`src/rtl/watch_pkg.sv`:
```
// Shared definitions for the watch time bus: field layout, line length,
// ASCII constants and the UART line-sender state encoding.
package watch_pkg;

  localparam int TIME_W = 24;
  localparam int HOUR_W = 5;
  localparam int MIN_W  = 6;
  localparam int SEC_W  = 6;
  localparam int MSEC_W = 7;

  // Field LSB positions inside {hour, min, sec, msec}
  localparam int MSEC_LSB = 0;
  localparam int SEC_LSB  = MSEC_LSB + MSEC_W;
  localparam int MIN_LSB  = SEC_LSB + SEC_W;
  localparam int HOUR_LSB = MIN_LSB + MIN_W;

  localparam int LINE_LEN = 13;

  localparam logic [7:0] ASCII_0  = 8'h30;
  localparam logic [7:0] ASCII_CR = 8'h0D;
  localparam logic [7:0] ASCII_LF = 8'h0A;

  typedef enum logic [1:0] {
    IDLE = 2'd0,
    SEND = 2'd1,
    DONE = 2'd2
  } tx_state_t;

endpackage

```
`src/rtl/watch_time_uart_tx_bin2ascii2.sv`:
```
// Combinational 7-bit binary to two ASCII decimal digits, saturating at 99.
module bin2ascii2
  import watch_pkg::*;
(
  input  logic [6:0] bin,
  output logic [7:0] tens,
  output logic [7:0] units
);

  logic [6:0] sat;
  logic [6:0] t_val;
  logic [6:0] u_val;

  always_comb begin
    sat   = (bin > 7'd99) ? 7'd99 : bin;
    t_val = sat / 7'd10;
    u_val = sat - 7'(t_val * 7'd10);
    tens  = ASCII_0 + {1'b0, t_val};
    units = ASCII_0 + {1'b0, u_val};
  end

endmodule

```
`src/rtl/watch_time_uart_tx.sv`:
```
// Sends a latched snapshot of the time bus as "HH:MM:SS.CC\r\n" into the TX FIFO.
// Optional WATCH_TX_PERIODIC_EN: also start a line whenever the seconds field changes.
//
// Handshake: a byte is transferred in every cycle where tx_push=1; tx_push is
// asserted combinationally only when in SEND and tx_full=0, so a full FIFO
// stalls the line with tx_data held until the push is accepted.
module watch_time_uart_tx
  import watch_pkg::*;
#(
  parameter logic [7:0] SEP_HMS = 8'h3A,
  parameter logic [7:0] SEP_CS  = 8'h2E
) (
  input  logic              clk,
  input  logic              rst,
  input  logic [TIME_W-1:0] i_time,
  input  logic              start,
  input  logic              tx_full,
  output logic              tx_push,
  output logic [7:0]        tx_data,
  output logic              busy,
  output logic              done,
  output logic [1:0]        dbg_state,
  output logic [3:0]        dbg_idx
);

  tx_state_t         state_q, state_d;
  logic [3:0]        idx_q, idx_d;
  logic [TIME_W-1:0] snap_q, snap_d;
  logic [7:0]        tx_data_q, tx_data_d;
  logic              req;
  logic              accept;
  logic              push;

  logic [6:0]        fld;
  logic [7:0]        dig_tens;
  logic [7:0]        dig_units;

`ifdef WATCH_TX_PERIODIC_EN
  logic [SEC_W-1:0]  prev_sec_q;
  logic              pend_q, pend_d;
  logic              trig;

  assign trig = (i_time[SEC_LSB +: SEC_W] != prev_sec_q);
  // start, trigger and a pending request collapse into one request
  assign req  = start | trig | pend_q;

  always_comb begin
    pend_d = pend_q;
    if (accept)
      pend_d = 1'b0;
    else if (trig && (state_q != IDLE))
      pend_d = 1'b1;
  end

  always_ff @(posedge clk) begin
    if (rst) begin
      prev_sec_q <= '0;
      pend_q     <= 1'b0;
    end else begin
      prev_sec_q <= i_time[SEC_LSB +: SEC_W];
      pend_q     <= pend_d;
    end
  end
`else
  assign req = start;
`endif

  always_comb begin
    state_d = state_q;
    idx_d   = idx_q;
    snap_d  = snap_q;
    accept  = 1'b0;
    push    = 1'b0;
    case (state_q)
      IDLE: begin
        if (req) begin
          accept  = 1'b1;
          snap_d  = i_time;
          idx_d   = 4'd0;
          state_d = SEND;
        end
      end
      SEND: begin
        if (!tx_full) begin
          push = 1'b1;
          if (idx_q == 4'(LINE_LEN - 1))
            state_d = DONE;
          else
            idx_d = idx_q + 4'd1;
        end
      end
      DONE: state_d = IDLE;
      default: state_d = IDLE;
    endcase
  end

  // Field mux looks at the next index so tx_data is registered ahead of its push
  always_comb begin
    fld = 7'd0;
    case (idx_d)
      4'd0, 4'd1:  fld = {2'b00, snap_d[HOUR_LSB +: HOUR_W]};
      4'd3, 4'd4:  fld = {1'b0,  snap_d[MIN_LSB  +: MIN_W]};
      4'd6, 4'd7:  fld = {1'b0,  snap_d[SEC_LSB  +: SEC_W]};
      4'd9, 4'd10: fld = snap_d[MSEC_LSB +: MSEC_W];
      default:     fld = 7'd0;
    endcase
  end

  bin2ascii2 u_bin2ascii2 (
    .bin   (fld),
    .tens  (dig_tens),
    .units (dig_units)
  );

  always_comb begin
    tx_data_d = 8'h00;
    if (state_d == SEND) begin
      case (idx_d)
        4'd0, 4'd3, 4'd6, 4'd9:  tx_data_d = dig_tens;
        4'd1, 4'd4, 4'd7, 4'd10: tx_data_d = dig_units;
        4'd2, 4'd5:              tx_data_d = SEP_HMS;
        4'd8:                    tx_data_d = SEP_CS;
        4'd11:                   tx_data_d = ASCII_CR;
        4'd12:                   tx_data_d = ASCII_LF;
        default:                 tx_data_d = 8'h00;
      endcase
    end
  end

  always_ff @(posedge clk) begin
    if (rst) begin
      state_q   <= IDLE;
      idx_q     <= 4'd0;
      snap_q    <= '0;
      tx_data_q <= 8'h00;
    end else begin
      state_q   <= state_d;
      idx_q     <= idx_d;
      snap_q    <= snap_d;
      tx_data_q <= tx_data_d;
    end
  end

  assign tx_push   = push;
  assign tx_data   = tx_data_q;
  assign busy      = (state_q == SEND);
  assign done      = (state_q == DONE);
  assign dbg_state = state_q;
  assign dbg_idx   = idx_q;

endmodule

```
`config.mk`:
```
export PLATFORM = sky130hd
export DESIGN_NAME = watch_time_uart_tx
export DESIGN_NICKNAME = d
export VERILOG_FILES = /design/src/rtl/watch_pkg.sv /design/src/rtl/watch_time_uart_tx_bin2ascii2.sv /design/src/rtl/watch_time_uart_tx.sv
export SDC_FILE = /design/constraint.sdc
export NUM_CORES = 1
export LEC_CHECK = 0
export ABC_AREA = 0
export CORE_MARGIN = 8
export CORE_UTILIZATION = 49
export CTS_CLUSTER_DIAMETER = 150
export DETAILED_ROUTE_END_ITERATION = 6
export GPL_TIMING_DRIVEN = 1
export PLACE_DENSITY = 0.81
export SLEW_MARGIN = 40
export SYNTH_ARGS = -nofsm -noshare
export SYNTH_HDL_FRONTEND = slang
export SYNTH_SLANG_ARGS = --single-unit
```
`constraint.sdc`:
```
create_clock -name clk -period 11 [get_ports clk]
set_input_delay 2.2 -clock clk [delete_from_list [all_inputs] [get_ports clk]]
set_output_delay 2.2 -clock clk [all_outputs]
set_load 0.005 [all_outputs]
```
# Yosys cells after proc, flatten, opt, wreduce, memory -nomap -nowiden

Cells that the tools add are included.

Flip-flop bits (word level): 38
Input port bits: 28
Output and inout bits: 17
Word-level logic and storage cells: 53

Add/subtract/negate cells: 4
Multiply operators: 1
Div/mod/pow operators: 1
Magnitude comparators: 1
Equal/unequal tests: 16
Muxes and demuxes: 15
Bitwise logic cells: 1
Reductions and logical operators: 10

Operators with widths:

| kind                                                 | number |
|---|---|
| 2-to-1 mux 24 bit                                    | 2 |
| case mux 8 bit (6 select lines)                      | 1 |
| case mux 7 bit (4 select lines)                      | 1 |
| equality test 4 bit, second input constant           | 6 |
| adder 6 x 7 -> 8 bit, first input constant           | 2 |
| equality test 4 x 3 -> 1 bit, second input constant  | 4 |
| 2-to-1 mux 4 bit                                     | 3 |
| OR reduction 2 bit                                   | 6 |
| equality test 4 x 2 -> 1 bit, second input constant  | 2 |
| case mux 4 bit (2 select lines)                      | 1 |
| OR reduction 4 bit                                   | 2 |
| divider 7 x 4 -> 7 bit, second input constant        | 1 |
| greater-than comparator 7 bit, second input constant | 1 |
| multiplier 7 x 3 -> 6 bit, second input constant     | 1 |
| 2-to-1 mux 7 bit                                     | 1 |
| subtractor 7 bit                                     | 1 |
| 2-to-1 mux 2 bit                                     | 3 |
| adder 4 x 1 -> 4 bit, second input constant          | 1 |
| equality test 2 x 1 -> 1 bit, second input constant  | 2 |
| equality test 4 x 1 -> 1 bit, second input constant  | 1 |
| zero test 4 bit                                      | 1 |
| case mux 2 bit (2 select lines)                      | 1 |
| equality test 2 bit, second input constant           | 1 |
| zero test 2 bit                                      | 1 |
| other kinds (2)                                      | 3 |

# Logic depth before layout (Yosys ltp)

Gate-level depths: netlist (run 1).

Word-level depth: 14
Mapped depth: 38

# Cells and area by module

Synthesis (run 1) repeated with hierarchy kept, for this count alone.

Cells, all modules: 374
Area, all modules: 2,935.3 um^2

By module, submodules not included:

| module             | times used | cells an instance | area an instance (um^2) | sequential area each (um^2) |
|---|---|---|---|---|
| watch_time_uart_tx | 1          | 254               | 2,120.8                 | 760.7 |
| bin2ascii2         | 1          | 120               | 814.5                   | 0.0 |

# Worst setup path before layout (run 1)

OpenSTA, ideal clock, no wires.

Kind: input port to flip-flop
Start: in tx_full
End: reg tx_data_q[6] (netlist: tx_data[6])
Setup time: 0.114 ns
Data arrival time: 8.565 ns
Data required time: 10.886 ns
Slack: 2.321 ns
Stages: 35
Path through: or3b_1 buf_6 clkinv_8 a41oi_4 nor3_4 nor4_1 a31o_1 or2_2 and2_1 ha_1 inv_1 a21oi_1 o21ai_0 ha_1 inv_1 o211a_1 o31ai_1 a21oi_1 ha_1 inv_1 a211oi_4 a311oi_2 a2111oi_4 o311ai_1 ha_1 ha_1 inv_1 fa_1 ha_1 a21oi_1 xor2_1 xnor2_1 nand2_1 xnor2_1 a2111oi_0

Cells in the longest elaborated chain, start to end: 12
Elaborated cells between the ends (all ways): 36
Classes of those cells: add/sub (3); mul (1); div (1); order compare (1); eq/ne (13); mux (7); bitwise (1); reduce/logical (9)

Ends and longest elaborated chain:

| item                                              | line                                                 | RTL |
|---|---|---|
| from (decl)                                       | watch_time_uart_tx.sv:17                             | `input logic tx_full,` |
| 2-to-1 mux 4 bit                                  | watch_time_uart_tx.sv:84                             | `if (!tx_full) begin` |
| case mux 4 bit (2 select lines)                   | watch_time_uart_tx.sv:74                             | `case (state_q)` |
| equality test 4 bit, or another cell as far along | watch_time_uart_tx.sv:100, watch_time_uart_tx.sv:118 |  |
| OR reduction 2 bit                                | watch_time_uart_tx.sv:100                            | `case (idx_d)` |
| case mux 7 bit (4 select lines)                   | watch_time_uart_tx.sv:100                            |  |
| greater-than comparator 7 bit                     | watch_time_uart_tx_bin2ascii2.sv:15                  | `sat = (bin > 7'd99) ? 7'd99 : bin;` |
| 2-to-1 mux 7 bit                                  | watch_time_uart_tx_bin2ascii2.sv:15                  |  |
| divider 7 x 4 -> 7 bit                            | watch_time_uart_tx_bin2ascii2.sv:16                  | `t_val = sat / 7'd10;` |
| multiplier 7 x 3 -> 6 bit                         | watch_time_uart_tx_bin2ascii2.sv:17                  | `u_val = sat - 7'(t_val * 7'd10);` |
| subtractor 7 bit                                  | watch_time_uart_tx_bin2ascii2.sv:17                  |  |
| adder 6 x 7 -> 8 bit                              | watch_time_uart_tx_bin2ascii2.sv:19                  | `units = ASCII_0 + {1'b0, u_val};` |
| case mux 8 bit (6 select lines)                   | watch_time_uart_tx.sv:118                            | `case (idx_d)` |
| to (signal assigned)                              | watch_time_uart_tx.sv:140                            | `tx_data_q <= tx_data_d;` |
| to (decl)                                         | watch_time_uart_tx.sv:29                             | `logic [7:0] tx_data_q, tx_data_d;` |

Several ways; a longest one is shown, not always the timed one.
A chain may end at the register's enable or synchronous reset.

# Final worst setup path (run 1)

Start: in start
End: reg tx_data_q[6] (netlist: tx_data[6])

Cells in the longest elaborated chain, start to end: 12
Elaborated cells between the ends (all ways): 38
Classes of those cells: add/sub (3); mul (1); div (1); order compare (1); eq/ne (13); mux (9); bitwise (1); reduce/logical (9)

Ends and longest elaborated chain:

| item                                              | line                                                 | RTL |
|---|---|---|
| from (decl)                                       | watch_time_uart_tx.sv:16                             | `input logic start,` |
| 2-to-1 mux 4 bit                                  | watch_time_uart_tx.sv:76                             | `if (req) begin` |
| case mux 4 bit (2 select lines)                   | watch_time_uart_tx.sv:74                             |  |
| equality test 4 bit, or another cell as far along | watch_time_uart_tx.sv:100, watch_time_uart_tx.sv:118 |  |
| OR reduction 2 bit                                | watch_time_uart_tx.sv:100                            |  |
| case mux 7 bit (4 select lines)                   | watch_time_uart_tx.sv:100                            |  |
| greater-than comparator 7 bit                     | watch_time_uart_tx_bin2ascii2.sv:15                  |  |
| 2-to-1 mux 7 bit                                  | watch_time_uart_tx_bin2ascii2.sv:15                  |  |
| divider 7 x 4 -> 7 bit                            | watch_time_uart_tx_bin2ascii2.sv:16                  |  |
| multiplier 7 x 3 -> 6 bit                         | watch_time_uart_tx_bin2ascii2.sv:17                  |  |
| subtractor 7 bit                                  | watch_time_uart_tx_bin2ascii2.sv:17                  |  |
| adder 6 x 7 -> 8 bit                              | watch_time_uart_tx_bin2ascii2.sv:19                  |  |
| case mux 8 bit (6 select lines)                   | watch_time_uart_tx.sv:118                            |  |

Several ways; a longest one is shown, not always the timed one.

==> results.md, run 1 <==
* Hold path depth at 2
* Mapped Cells at 381
* WL per Instance at between 15 and 20 µm
* Worst-skew pair later-pin latency at 0.30 ns
* Post-DP HPWL at a little under 7000 µm
* Total power at about 0.40 mW
* I/O Buffers at 44
* Leading register cell type out of synthesis: dfxtp_1
* Post-synth EDFFs at 0
* YS warnings at 0
* WHS Endpoint: snap_q[3]
* Final hold vios at 0
* Final WS setup at ~0.70 ns
* Mean Syn Cell Area at roughly 8 µm²
* Area grow syn2layout at 18.9%
* HP Start: snap_q[3]
* Req. time, crit path at around 11 ns
* Number of fill cells in the layout at a little under 600
* Worst R2R Path Depth at 35
* Synth top area share at 24.4%
* Clk buf depth at 2
* Mapped Nets at 424
* Synthesized area at between 3000 and 4000 µm²
* Core Region at ~6200 µm²
* RSZ-0062 raised after global routing: no
* Vias per inst at 6.26
* Cts bufs inserted at 5
* Root Driver: clkbuf_8
* PD cells at approximately 110 nW/µm²
* Leak at about 1.4 nW
* Cts repair resizes at 0
* H-tree depth reported by CTS at 2
* Vias in the first global route at roughly 3,000
* Ports at 45
* DRT iter0 DRCs at 377
* GPL Wtd Cong at roughly 0.9
* CP arrival at ~10 ns
* Sink Count at 38
* Synth area leader: dfxtp_1
* Setup crit end kind: flip-flop
* Rows at 29
* TritonCTS clock tree: built
* Crit-path most repeated cell: ha_1
* Period minus WS final at between 10 and 15 ns
* CTS hold repair buffers at 0
* Largest net degree at the start of global routing at 31
* Post-route ant nets at 0
* Share of cells above drive strength 1 at about an eighth
* Most frequent cells in the layout: clkdlybuf4s50_1, nand2_1, dfxtp_1
* Max Clock Freq at between 0.09 and 0.1 GHz
* Crit share post-route at 93.7%
* Synth top area cells: dfxtp_1, ha_1, mux2i_1
* Setup TNS at 0 ns
* Die width at approximately 96 µm
* Critical Setup Path Class: input port to flip-flop
* DRC viols at 0
* Flop2flop setup slack at roughly 2.4 ns
* Asr flop ratio synth at 0%
* Crit path largest cell delay at approximately 0.5 ns
* Total global-route track usage at between 10% and 20%
* Reg clk slew, reported paths at 0.09 ns
* Max-slew violation count at 0
* R2R Path End: tx_data[6]
* Critical Path Source Type: input port
* DR pass1 iterations at 6
* Yosys reg bits at 38
* Setup Buffers After CTS at 0
* Die area at 9170 µm²
* Initial Util at about half
* Max Cap Violations at 0
* GR Overflow Total at 0
* # placed instances at 486
* Outcome: finished clean
* Yosys cell types at between 70 and 80
* Peak supply drop at between 0.00007 and 0.00008 V
* Endpoints failing setup at 0
* Final Skew at between 0.015 and 0.02 ns
* Ant diodes at 0
* CP Max Fanout at 16
* DR vias at just over 3,000
* RR Startpoint: dbg_idx[0]
* Commonest non-fill, non-tap cell in the layout: clkdlybuf4s50_1
* Hold Path Class: flip-flop to flip-flop
* Initial antenna violation count at 0
* Height of the die at 95.7 µm
* Worst Tran Pin Value at a little under 0.7 ns
* # nets final at 459
* Place WS at 0.571 ns
* Register area share after synthesis at between 20% and 30%
* Slowest stage cell, crit path: clkdlybuf4s50_1
* Post-Route WL at 8860 µm
* Post-Layout Cell Count at 494
* Global-route wire length before repair at about 15,000 µm
* Slew headroom at 54.7%
-- area by class of cell --
type | instances | area, µm² | area share (%)
well taps | 77 | 96.3 | 2.60
multi-input cells | 298 | 2140 | 57.9
clock inverters | 3 | 45.0 | 1.22
flip-flops and latches | 38 | 761 | 20.5
inverters | 21 | 93.8 | 2.53
repair buffers | 52 | 495 | 13.4
clock buffers | 5 | 68.8 | 1.86
-- flip-flops by register name, indices dropped and copies added, names as in the netlist --
register	cells
dbg_idx	4
dbg_state	2
snap_q	24
tx_data	8
-- per-stage QoR --
step / cell area [µm²] / util [%] / hold WS, ns
CTS: 3700 / 59.3 / 0.470
floorplan: 3120 / - / 0.432
global route: 3700 / 59.3 / 0.490
finish: 3700 / 59.3 / 0.474
detailed placement: 3590 / 57.5 / 0.449
global placement: 3590 / 57.6 / 0.445
-- kinds of logic (layout without fill, tap and decap cells) --
group / Yosys count / in the layout / share of synthesized area [%]
AND/OR/NAND/NOR: 133 / 133 / 22.6
XOR/XNOR: 7 / 7 / 1.97
AO/OA/AOI/OAI: 126 / 126 / 32.1
buffers and inverters: 45 / 81 / 6.95
multiplexers: 16 / 16 / 5.14
adder cells (fa/ha/maj): 16 / 16 / 6.83
flip-flops: 38 / 38 / 24.4
-- synthesized netlist by cell type, types with 3 or more instances --
cell,instances
a21oi_1,29
clkbuf_1,15
o21bai_1,3
o21ai_0,25
o2111ai_1,3
nor4_1,7
nor2_1,33
and2_1,4
dfxtp_1,38
nand3_1,7
or3_1,4
ha_1,13
a21o_1,3
a211oi_1,7
nor3_1,6
buf_6,3
o31ai_1,4
a311oi_1,4
nand2_1,38
buf_2,5
nand2b_1,5
o211ai_1,10
nand4_1,6
mux2i_1,16
a2111oi_4,3
nor2b_1,4
inv_1,18
xnor2_1,5
-- power by group --
group | switching [mW] | internal, mW | total [mW]
clock | 0.0567 | 0.0676 | 0.124
sequential | 0.00419 | 0.146 | 0.150
combinational | 0.0712 | 0.0590 | 0.130
total | 0.132 | 0.272 | 0.404
-- per-layer routing --
| layer | part of all wire (%) | vias to the layer above | GRT usage, % |
|---|---|---|---|
| li1 | - | 1484 | - |
| met1 | 43 | 1440 | 24.7 |
| met2 | 48 | 148 | 34.1 |
| met3 | 7.4 | 18 | 3.67 |
| met4 | 1.6 | 0 | 5.76 |
| met5 | 0 | - | 0 |
-- worst max-delay path: cells and delay by family --
kind / cells / cell delay [ns]
AO/OA/AOI/OAI: 11 / 2.61
AND/OR/NAND/NOR: 8 / 2.22
adder cells (fa/ha/maj): 7 / 1.91
buffers and inverters: 6 / 1.03
XOR/XNOR: 3 / 0.48
-- how the worst max path moves through the flow --
| stage | start | endpoint | slack [ns] | cells after the start |
|---|---|---|---|---|
| after global placement | start | tx_data[6] | 0.95 | 35 |
| after global routing | start | tx_data[6] | 0.15 | 34 |
| final | start | tx_data[6] | 0.70 | 35 |
| after CTS | start | tx_data[6] | 0.84 | 35 |
| after floorplan | tx_full | tx_data[6] | 2.32 | 35 |
| after detailed placement | start | tx_data[6] | 0.57 | 35 |
No activity file was read; power rests on OpenSTA's default activity.
==> run 2, diff against run 1 <==
--- a/config.mk
+++ b/config.mk
@@ -12,7 +12,7 @@
 export DETAILED_ROUTE_END_ITERATION = 6
 export GPL_TIMING_DRIVEN = 1
 export PLACE_DENSITY = 0.81
-export SLEW_MARGIN = 40
+export SLEW_MARGIN = 10
 export SYNTH_ARGS = -nofsm -noshare
 export SYNTH_HDL_FRONTEND = slang
 export SYNTH_SLANG_ARGS = --single-unit
==> run 2 against run 1 <==
Effect of this change:
- setup slack improved by 0.11 ns
- critical path depth unchanged
- global-route usage decreased by 0.072 points
- combinational power about the same
- die area unchanged
- sequential power about the same
- worst hold slack got worse by 0.016 ns
- final area increased by 0.14%
- wire length about the same
- cell count unchanged
- register-to-register slack improved by 0.08 ns
- largest cell class unchanged
==> results.md, run 2 (synthesis results as in run 1) <==
* Clk buf depth at 2 (unchanged)
* Total net switching power at 0.132 mW (about the same)
* Multi-input logic area at 2140 µm² (unchanged)
* Reg clk slew, reported paths at 0.09 ns (about the same)
* DR pass1 iterations at 5 (was 6)
* Crit-path most repeated cell: ha_1 (unchanged)
* GR Overflow Total at 0 (unchanged)
* PD cells at 109 nW/µm² (about the same)
* Setup crit end kind: flip-flop (unchanged)
* Cts bufs inserted at 5 (unchanged)
* Largest Register: snap_q (unchanged)
* Comb power frac at 32.1% (was 32.2%)
* Peak supply drop at 0.0000764 V (was 0.0000767 V)
* Rows at 29 (unchanged)
* RSZ-0062 raised after global routing: no (unchanged)
* Pint at 0.273 mW (was 0.272 mW)
* Vias in the first global route at 2,933 (was 2,993)
* Ports at 45 (unchanged)
* Number of fill cells in the layout at 558 (was 582)
* Ant diodes at 0 (unchanged)
* Crit share post-route at 92.7% (was 93.7%)
* Outcome: finished clean (unchanged)
* Initial antenna violation count at 0 (unchanged)
* Share of cells above drive strength 1 at 11.8% (was 12.0%)
* CP Max Fanout at 15 (was 16)
* GPL Wtd Cong at 0.909 (unchanged)
* Cts repair resizes at 0 (unchanged)
* Max FFs per register at 24 (unchanged)
* Height of the die at 95.7 µm (unchanged)
* DRC viols at 0 (unchanged)
* Final Skew at 0.0103 ns (was 0.0155 ns)
* Sink Count at 38 (unchanged)
* Worst Hold Margin at 0.458 ns (was 0.474 ns)
* Hold Path Class: flip-flop to flip-flop (unchanged)
* Worst-skew pair later-pin latency at 0.30 ns (about the same)
* Critical Setup Path Class: input port to flip-flop (unchanged)
* Delay-heaviest family, CP: compound AO/OA/AOI/OAI gates (unchanged)
* Period minus WS final at 10.19 ns (was 10.30 ns)
* Critical Path Source Type: input port (unchanged)
* Global-route wire length before repair at 14,600 µm (was 14,700 µm)
* CTS hold repair buffers at 0 (unchanged)
* TritonCTS clock tree: built (unchanged)
* H-tree depth reported by CTS at 2 (unchanged)
* DRT iter0 DRCs at 268 (was 377)
* Sequential power share at 37.1% (about the same)
* Sw Ratio at 32.6% (was 32.7%)
* Post-Route WL at 8850 µm (was 8860 µm)
* Slowest stage cell, crit path: clkdlybuf4s50_1 (unchanged)
* Most frequent cells in the layout: clkdlybuf4s50_1, nand2_1, dfxtp_1 (unchanged)
* Max Clock Freq at 0.0981 GHz (was 0.0971 GHz)
* Root Driver: clkbuf_8 (unchanged)
* Clock Power Share at 30.8% (was 30.7%)
* Initial Util at 49.9% (unchanged)
* CP arrival at 10.38 ns (was 10.48 ns)
* Setup Buffers After CTS at 0 (unchanged)
* Total global-route track usage at 19.8% (was 19.9%)
* Commonest non-fill, non-tap cell in the layout: clkdlybuf4s50_1 (unchanged)
* Largest net degree at the start of global routing at 31 (unchanged)
* Worst Tran Pin Value at 1.07 ns (was 0.674 ns)
* Seq. cell area at 761 µm² (unchanged)
* Req. time, crit path at 11.19 ns (was 11.18 ns)
* Area grow syn2layout at 19.0% (was 18.9%)
* Max Cap Violations at 0 (unchanged)
* Die width at 95.7 µm (unchanged)
* Post-route ant nets at 0 (unchanged)
* Setup TNS at 0 ns (unchanged)
* Endpoints failing setup at 0 (unchanged)
* Max-slew violation count at 0 (unchanged)
* # nets final at 459 (unchanged)
* Crit path largest cell delay at 0.58 ns (was 0.49 ns)
* Slew headroom at 28.1% (was 54.7%)
* Final hold vios at 0 (unchanged)
* Core Region at 6240 µm² (unchanged)
* Die area at 9170 µm² (unchanged)
* WL per Instance at 17.9 µm (about the same)
* Post-DP HPWL at 6710 µm (was 6740 µm)
* Worst Path Buf+Inv at 6 (unchanged)
* I/O Buffers at 44 (unchanged)
* DR vias at 3,111 (was 3,090)
* Leak at 1.37 nW (about the same)
* Vias per inst at 6.30 (was 6.26)
-- run 2: cell count changes in the layout (fill, tap and decap cells not counted) --
cell,change
buf_2,-1
clkdlybuf4s50_1,+1
-- run 2: power by group through the flow --
| stage | clock (mW) | sequential (mW) | combinational [mW] |
|---|---|---|---|
| floorplan | 0 | 0.152 | 0.0889 |
| global placement | 0 | 0.153 | 0.126 |
| detailed placement | 0 | 0.153 | 0.128 |
| CTS | 0.127 | 0.150 | 0.129 |
| global route | 0.132 | 0.151 | 0.142 |
| finish | 0.124 | 0.150 | 0.130 |
-- run 2: area by class of cell --
type                       instances  area share, %
multi-input combinational        298           57.8
sequential                        38           20.5
timing repair buffer              52           13.5
tap                               77           2.60
inverter                          21           2.53
clock buffer                       5           1.86
clock inverter                     3           1.21
-- run 2: final timing paths --
check / startpoint / to / slack (ns) / cells past startpoint
max: tx_full / tx_data[6] / 0.81 / 35
min: snap_q[3] / snap_q[3] / 0.46 / 2
max reg2reg: dbg_idx[0] / tx_data[6] / 2.46 / 35
min reg2reg: snap_q[3] / snap_q[3] / 0.46 / 2
-- run 2: per-stage QoR --
stage	std cells	worst slack (ns)	power [mW]	utilization, %	area (µm²)
2_1_floorplan	381	2.32	0.241	-	3120
3_3_place_gp	486	0.952	0.279	57.6	3590
3_5_place_dp	486	0.651	0.281	57.6	3590
4_1_cts	494	0.948	0.405	59.4	3710
5_1_grt	494	0.225	0.425	59.4	3710
6_report	494	0.806	0.404	59.4	3710
-- run 2: per-layer routing --
layer	routed length, µm	vias to the layer above	global-route usage (%)
met4	170	0	5.51
met1	3890	1482	25.2
li1	-	1483	-
met3	513	18	3.67
met5	0	-	0
met2	4270	128	33.3
-- run 2: worst min-delay path, cell delays in order, from the launching register on --
cell and delay, ns:
dfxtp_1 0.32, nand2_1 0.05, a21oi_1 0.05
